<file path="src/rtl/net_tx_credit_arbiter.sv">
// Link-credit TX arbiter: splits the user-layer stream into controller/user queues, sends whole
// packets with strict controller priority, one credit per word. NET_TX_ARB_STATS_EN adds stat counters.
module net_tx_credit_arbiter #(
    parameter int DATA_W       = 128,
    parameter int FIFO_DEPTH   = 16,
    parameter int INIT_CREDITS = 16,
    parameter int MAX_CREDITS  = 32,
    localparam int CREDIT_W    = $clog2(MAX_CREDITS + 1)
) (
    input  logic                clk,
    input  logic                rst_n,
    input  logic [DATA_W-1:0]   in_data,
    input  logic                in_valid,
    input  logic                in_last,
    input  logic                in_ctrl,
    output logic                in_ready,
    output logic [DATA_W-1:0]   out_data,
    output logic                out_valid,
    output logic                out_last,
    output logic                out_ctrl,
    input  logic                out_ready,
    input  logic                credit_return,
    output logic [CREDIT_W-1:0] credits_avail,
    output logic                credit_ovf_err
`ifdef NET_TX_ARB_STATS_EN
    ,
    output logic [31:0]         stat_ctrl_pkts,
    output logic [31:0]         stat_user_pkts,
    output logic [31:0]         stat_credit_stall
`endif
);

    localparam int PTR_W = $clog2(FIFO_DEPTH);
    localparam int CNT_W = PTR_W + 1;

    typedef enum logic [1:0] {IDLE, SEND_CTRL, SEND_USER} state_t;

    state_t               state_q, state_d;
    logic                 in_sof_q, in_sof_d;
    logic                 pkt_ctrl_q, pkt_ctrl_d;
    logic                 ready_en_q, ready_en_d;
    logic [CREDIT_W-1:0]  credits_q, credits_d;
    logic                 ovf_q, ovf_d;
    logic [PTR_W-1:0]     ctrl_wr_ptr_q, ctrl_wr_ptr_d, ctrl_rd_ptr_q, ctrl_rd_ptr_d;
    logic [PTR_W-1:0]     user_wr_ptr_q, user_wr_ptr_d, user_rd_ptr_q, user_rd_ptr_d;
    logic [CNT_W-1:0]     ctrl_cnt_q, ctrl_cnt_d, user_cnt_q, user_cnt_d;

    logic [DATA_W:0]      ctrl_mem [FIFO_DEPTH];
    logic [DATA_W:0]      user_mem [FIFO_DEPTH];
    logic [DATA_W:0]      head;

    logic ctrl_full, ctrl_empty, user_full, user_empty;
    logic target_ctrl, in_fire, ctrl_push, user_push;
    logic sel_ctrl, sel_user, head_avail, head_last, credit_ok;
    logic out_fire, ctrl_pop, user_pop;

`ifdef NET_TX_ARB_STATS_EN
    logic [31:0] stat_ctrl_q, stat_ctrl_d, stat_user_q, stat_user_d, stat_stall_q, stat_stall_d;
`endif

    assign ctrl_full   = (ctrl_cnt_q == CNT_W'(FIFO_DEPTH));
    assign user_full   = (user_cnt_q == CNT_W'(FIFO_DEPTH));
    assign ctrl_empty  = (ctrl_cnt_q == '0);
    assign user_empty  = (user_cnt_q == '0);

    // Queue choice follows the flag on the first word and sticks for the rest of the packet.
    assign target_ctrl = in_sof_q ? in_ctrl : pkt_ctrl_q;
    assign in_ready    = ready_en_q && (target_ctrl ? !ctrl_full : !user_full);
    assign in_fire     = in_valid && in_ready;
    assign ctrl_push   = in_fire && target_ctrl;
    assign user_push   = in_fire && !target_ctrl;

    assign sel_ctrl    = (state_q == SEND_CTRL);
    assign sel_user    = (state_q == SEND_USER);
    assign head        = sel_ctrl ? ctrl_mem[ctrl_rd_ptr_q] : user_mem[user_rd_ptr_q];
    assign head_last   = head[0];
    assign head_avail  = (sel_ctrl && !ctrl_empty) || (sel_user && !user_empty);
    assign credit_ok   = (credits_q != '0);

    assign out_valid   = head_avail && credit_ok;
    assign out_data    = out_valid ? head[DATA_W:1] : '0;
    assign out_last    = out_valid && head_last;
    assign out_ctrl    = sel_ctrl;
    assign out_fire    = out_valid && out_ready;
    assign ctrl_pop    = out_fire && sel_ctrl;
    assign user_pop    = out_fire && sel_user;

    assign credits_avail  = credits_q;
    assign credit_ovf_err = ovf_q;

    always_comb begin
        state_d       = state_q;
        in_sof_d      = in_sof_q;
        pkt_ctrl_d    = pkt_ctrl_q;
        ready_en_d    = 1'b1;
        credits_d     = credits_q;
        ovf_d         = ovf_q;
        ctrl_wr_ptr_d = ctrl_push ? ctrl_wr_ptr_q + PTR_W'(1) : ctrl_wr_ptr_q;
        user_wr_ptr_d = user_push ? user_wr_ptr_q + PTR_W'(1) : user_wr_ptr_q;
        ctrl_rd_ptr_d = ctrl_pop  ? ctrl_rd_ptr_q + PTR_W'(1) : ctrl_rd_ptr_q;
        user_rd_ptr_d = user_pop  ? user_rd_ptr_q + PTR_W'(1) : user_rd_ptr_q;
        ctrl_cnt_d    = ctrl_cnt_q + CNT_W'(ctrl_push) - CNT_W'(ctrl_pop);
        user_cnt_d    = user_cnt_q + CNT_W'(user_push) - CNT_W'(user_pop);

        if (in_fire) begin
            in_sof_d = in_last;
            if (in_sof_q) begin
                pkt_ctrl_d = in_ctrl;
            end
        end

        // A state only releases on the last word, so packets never interleave.
        case (state_q)
            IDLE: begin
                if (!ctrl_empty) begin
                    state_d = SEND_CTRL;
                end else if (!user_empty) begin
                    state_d = SEND_USER;
                end
            end
            SEND_CTRL, SEND_USER: begin
                if (out_fire && head_last) begin
                    state_d = IDLE;
                end
            end
            default: state_d = IDLE;
        endcase

        if (out_fire && !credit_return) begin
            credits_d = credits_q - CREDIT_W'(1);
        end else if (credit_return && !out_fire) begin
            if (credits_q == CREDIT_W'(MAX_CREDITS)) begin
                ovf_d = 1'b1;
            end else begin
                credits_d = credits_q + CREDIT_W'(1);
            end
        end
    end

`ifdef NET_TX_ARB_STATS_EN
    always_comb begin
        stat_ctrl_d  = stat_ctrl_q  + 32'(ctrl_pop && head_last);
        stat_user_d  = stat_user_q  + 32'(user_pop && head_last);
        stat_stall_d = stat_stall_q + 32'(head_avail && !credit_ok);
    end

    assign stat_ctrl_pkts    = stat_ctrl_q;
    assign stat_user_pkts    = stat_user_q;
    assign stat_credit_stall = stat_stall_q;
`endif

    always_ff @(posedge clk or negedge rst_n) begin
        if (!rst_n) begin
            state_q       <= IDLE;
            in_sof_q      <= 1'b1;
            pkt_ctrl_q    <= 1'b0;
            ready_en_q    <= 1'b0;
            credits_q     <= CREDIT_W'(INIT_CREDITS);
            ovf_q         <= 1'b0;
            ctrl_wr_ptr_q <= '0;
            ctrl_rd_ptr_q <= '0;
            user_wr_ptr_q <= '0;
            user_rd_ptr_q <= '0;
            ctrl_cnt_q    <= '0;
            user_cnt_q    <= '0;
`ifdef NET_TX_ARB_STATS_EN
            stat_ctrl_q   <= '0;
            stat_user_q   <= '0;
            stat_stall_q  <= '0;
`endif
        end else begin
            state_q       <= state_d;
            in_sof_q      <= in_sof_d;
            pkt_ctrl_q    <= pkt_ctrl_d;
            ready_en_q    <= ready_en_d;
            credits_q     <= credits_d;
            ovf_q         <= ovf_d;
            ctrl_wr_ptr_q <= ctrl_wr_ptr_d;
            ctrl_rd_ptr_q <= ctrl_rd_ptr_d;
            user_wr_ptr_q <= user_wr_ptr_d;
            user_rd_ptr_q <= user_rd_ptr_d;
            ctrl_cnt_q    <= ctrl_cnt_d;
            user_cnt_q    <= user_cnt_d;
`ifdef NET_TX_ARB_STATS_EN
            stat_ctrl_q   <= stat_ctrl_d;
            stat_user_q   <= stat_user_d;
            stat_stall_q  <= stat_stall_d;
`endif
        end
    end

    // Storage needs no reset: the counts decide what is valid.
    always_ff @(posedge clk) begin
        if (ctrl_push) begin
            ctrl_mem[ctrl_wr_ptr_q] <= {in_data, in_last};
        end
        if (user_push) begin
            user_mem[user_wr_ptr_q] <= {in_data, in_last};
        end
    end

endmodule

</file>
<file path="config.mk">
export PLATFORM = sky130hd
export DESIGN_NAME = net_tx_credit_arbiter
export DESIGN_NICKNAME = d
export VERILOG_FILES = /design/src/rtl/net_tx_credit_arbiter.sv
export SDC_FILE = /design/constraint.sdc
export NUM_CORES = 2
export LEC_CHECK = 0
export BUFFER_PORTS_ARGS = -buffer_cell sky130_fd_sc_hd__buf_2
export CORE_MARGIN = 5
export CORE_UTILIZATION = 30
export DETAILED_ROUTE_END_ITERATION = 10
export PLACE_DENSITY = 0.52
export SYNTH_ARGS = -nofsm -noshare
export SYNTH_HDL_FRONTEND = slang
export SYNTH_MEMORY_MAX_BITS = 65536
export SYNTH_SLANG_ARGS = --single-unit
</file>
<file path="constraint.sdc">
create_clock -name clk -period 20.3 [get_ports clk]
set_input_delay 1.015 -clock clk [delete_from_list [all_inputs] [get_ports clk]]
set_output_delay 1.015 -clock clk [all_outputs]
set_load 0.02 [all_outputs]
</file>
==> metrics.txt <==
fmax=120 MHz; worst skew pair latency=1.01 ns; CTS Buf Count=436; Clock Power Share=31.7%; count of cell types in the netlist=52; Post-synth EDFFs=4,128; combinational share of power=26.0%; Pleak=55.4 nW; crit-path max FO=111; cells on worst reg2reg path=10; endpoints failing setup=0; number of global-route vias before repair=76,086; gp weighted congestion=0.726; status=complete, no violations; filler cell count in the final layout=48,689; Final Hold Fails=0; CP cell instances=buf_4 > buf_4 > buf_12 > buf_4 > buf_4 > mux4_2 > mux4_2 > nand2_1 > a21oi_1 > buf_2; fin crit share=41.2%; I/O Pins=274; Worst path most repeated cell=buf_4; level count of the clock H-tree=5; DRC=0; die area=545,000 sq um; Syn Nets=6,585; Worst Hold Class=in2async; setup_tns=0 ns; starting density of the core=30.1%; hpwl dp=222,000 um; Syn Area/Cell=24.8 sq um; largest net degree at the start of global routing=112; Port Buffer Count=273; clock transition at the registers of the reported paths=0.07 ns; gr ovfl total=0; Synth Register Bits=4,166; CP Capture Type=primary output; clk sink count=4,166; sequential share of the synthesized area=78.6%; layout net count=7,123; RSZ-0062 raised after global routing=no; Die Wd=738 um; Crit-path slowest cell=dfrtp_4; wire per inst=29.7 um; post-cts resize count=0; Async S/R FF share, synth=0.912%; Max Slew Vio Count=0; Hold-fix buffers, CTS=0; Post-DRT Antenna Nets=0; maxcap violations=0; drt initial violations=7,393; Sequential Power Share=42.2%; PnR Total Power=23.5 mW; Sw Pwr=6.88 mW; die height=738 um; DR pass1 iterations=7; share of cells above drive strength 1=32.0%; critical path class=reg2out; FF/Latch Area=125,000 sq um; Clock Skew=0.0624 ns; Finished Layout Cells=14,315; CTS max path bufs=4; Via density=5.02; area of the multi-input gates=32,300 sq um; GRT Total Usage=15.4%; routed via count=71,889; initial antenna violation count=90; Max-slew headroom=16.1%; global-route wire length before repair=599,000 um; Post-synth top flop=edfxtp_1; Tightest Pin Transition=1.26 ns; required time of the critical path=19.29 ns; Post-Synthesis Cells=6,419; warnings from Yosys=0; Area growth, synth to finish=14.7%; smallest setup slack after layout=11.94 ns; peak supply drop=109 uV; CP Launch Type=flip-flop; Net Sw Frac=29.3%; critical path arrival=7.35 ns; post-synth design cell area=159,000 sq um; Total Routed Length=426,000 um; CTS tree=done; dpl cells=13,513; root buffer cell=clkbuf_16; Setup Fix Bufs, Post-CTS=0; Tmin final=8.36 ns; FP Rows=267; Pwr per Cell Area=129 nW/um^2; Int Pwr=16.6 mW; pre-CTS setup slack=12.73 ns; core footprint=528,000 sq um; CP max stage delay=1.04 ns
-- flip-flops by register name, indices dropped and copies added (netlist names), 2 cells and up --
register       flops
user_rd_ptr_q      4
ctrl_mem        2064
ctrl_rd_ptr_q      4
user_cnt_q         5
state_q            2
ctrl_cnt_q         5
user_mem        2064
ctrl_wr_ptr_q      4
credits_avail      6
user_wr_ptr_q      4
-- metrics by stage --
step / hold slack (ns) / utilization (%) / instance area (sq um)
after global placement: 0.451 / 32.0 / 169000
after detailed placement: 0.457 / 32.0 / 169000
after CTS: 0.157 / 34.5 / 182000
after global routing: 0.236 / 34.5 / 182000
after floorplan: 0.490 / - / 159000
final: 0.239 / 34.5 / 182000
-- cell usage after synthesis, drive strengths merged, types with 3 or more instances --
library cell  count  area, sq um
nor4              9         56.3
a21oi           136          681
mux2i             8         80.1
inv              41          154
ha               29          363
buf             202         1250
nor2             18         67.6
nand2           275         1030
xnor2            19          166
clkbuf          140          526
edfxtp         4128       124000
o21ai             6         30.0
nand3b            4         30.0
and2              9         56.3
dfrtp            36          901
nor4bb            3         30.0
nor3             16         80.1
nand4             3         18.8
mux2              8         90.1
xor2              9         78.8
mux4           1285        28900
-- worst paths after layout --
kind                       slack (ns)                           end                         start
setup / recovery                11.94                  out_data[58]  ctrl_rd_ptr_q[0]$_DFFE_PN0P_
hold / removal                   0.24       ctrl_cnt_q[2]$_DFF_PN0_                         rst_n
setup reg to reg                15.72    ctrl_mem[14][59]$_DFFE_PP_       ctrl_cnt_q[2]$_DFF_PN0_
hold reg to reg                  0.47    credit_ovf_err$_DFFE_PN0P_    credit_ovf_err$_DFFE_PN0P_
max in group asynchronous       19.22  user_rd_ptr_q[2]$_DFFE_PN0P_                         rst_n
min in group clk                 0.37        pkt_ctrl_q$_DFFE_PN0N_                      in_valid
-- critical path, delay by kind of cell (launching register included) --
family                 cells  cell delay, ns
AND/OR/NAND/NOR            1            0.11
multiplexers               2            1.06
buffers and inverters      6            3.55
AO/OA/AOI/OAI              1            0.09
flip-flops                 1            1.04
-- power by group through the flow --
stage / logic [mW] / registers (mW) / clock network [mW]
3_5_place_dp: 6.31 / 10.1 / 0
4_1_cts: 6.32 / 9.94 / 7.66
2_1_floorplan: 4.40 / 10.0 / 0
3_3_place_gp: 6.27 / 10.1 / 0
6_report: 6.12 / 9.93 / 7.47
5_1_grt: 6.57 / 9.96 / 8.03
-- routing by layer --
| layer | GRT usage [%] | routed length (um) | up-vias |
|---|---|---|---|
| met1 | 21.0 | 180000 | 40150 |
| met3 | 2.62 | 24700 | 636 |
| met2 | 25.7 | 210000 | 2259 |
| met4 | 3.61 | 10200 | 38 |
| li1 | - | - | 28806 |
| met5 | 0 | 230 | - |
-- cell usage in the layout, fill, tap and decap left out, types with 9 or more instances in the layout --
cell type  instances
clkinv_2          56
clkinv_1         120
clkbuf_1         107
xor2_1             9
clkinv_16          9
diode_2           27
a21oi_1          136
ha_1              28
clkbuf_16        440
mux4_2          1285
buf_4            151
buf_2            273
edfxtp_1        4128
xnor2_1           19
nor2_1            10
dfrtp_1           28
nand2_1          275
bufinv_16         14
buf_12            18
inv_1             39
-- kinds of logic after synthesis --
kind of cell / count (synthesis) / synth area share [%]
flip-flops: 4166 / 78.6
multiplexers: 1301 / 18.3
buffers and inverters: 383 / 1.22
AND/OR/NAND/NOR: 351 / 0.937
AO/OA/AOI/OAI: 158 / 0.541
adder cells (fa/ha/maj): 31 / 0.253
XOR/XNOR: 28 / 0.154
other: 1 / 0.00236
-- cell type report --
cell class,instances,share of cell area (%)
clock buffer,551,6.29
clock inverter,224,0.955
timing repair buffer,442,1.57
sequential,4166,68.5
inverter,41,0.0885
multi-input combinational,1870,17.7
antenna,27,0.0371
tap,6994,4.80
(Power assumes the default switching activity.)
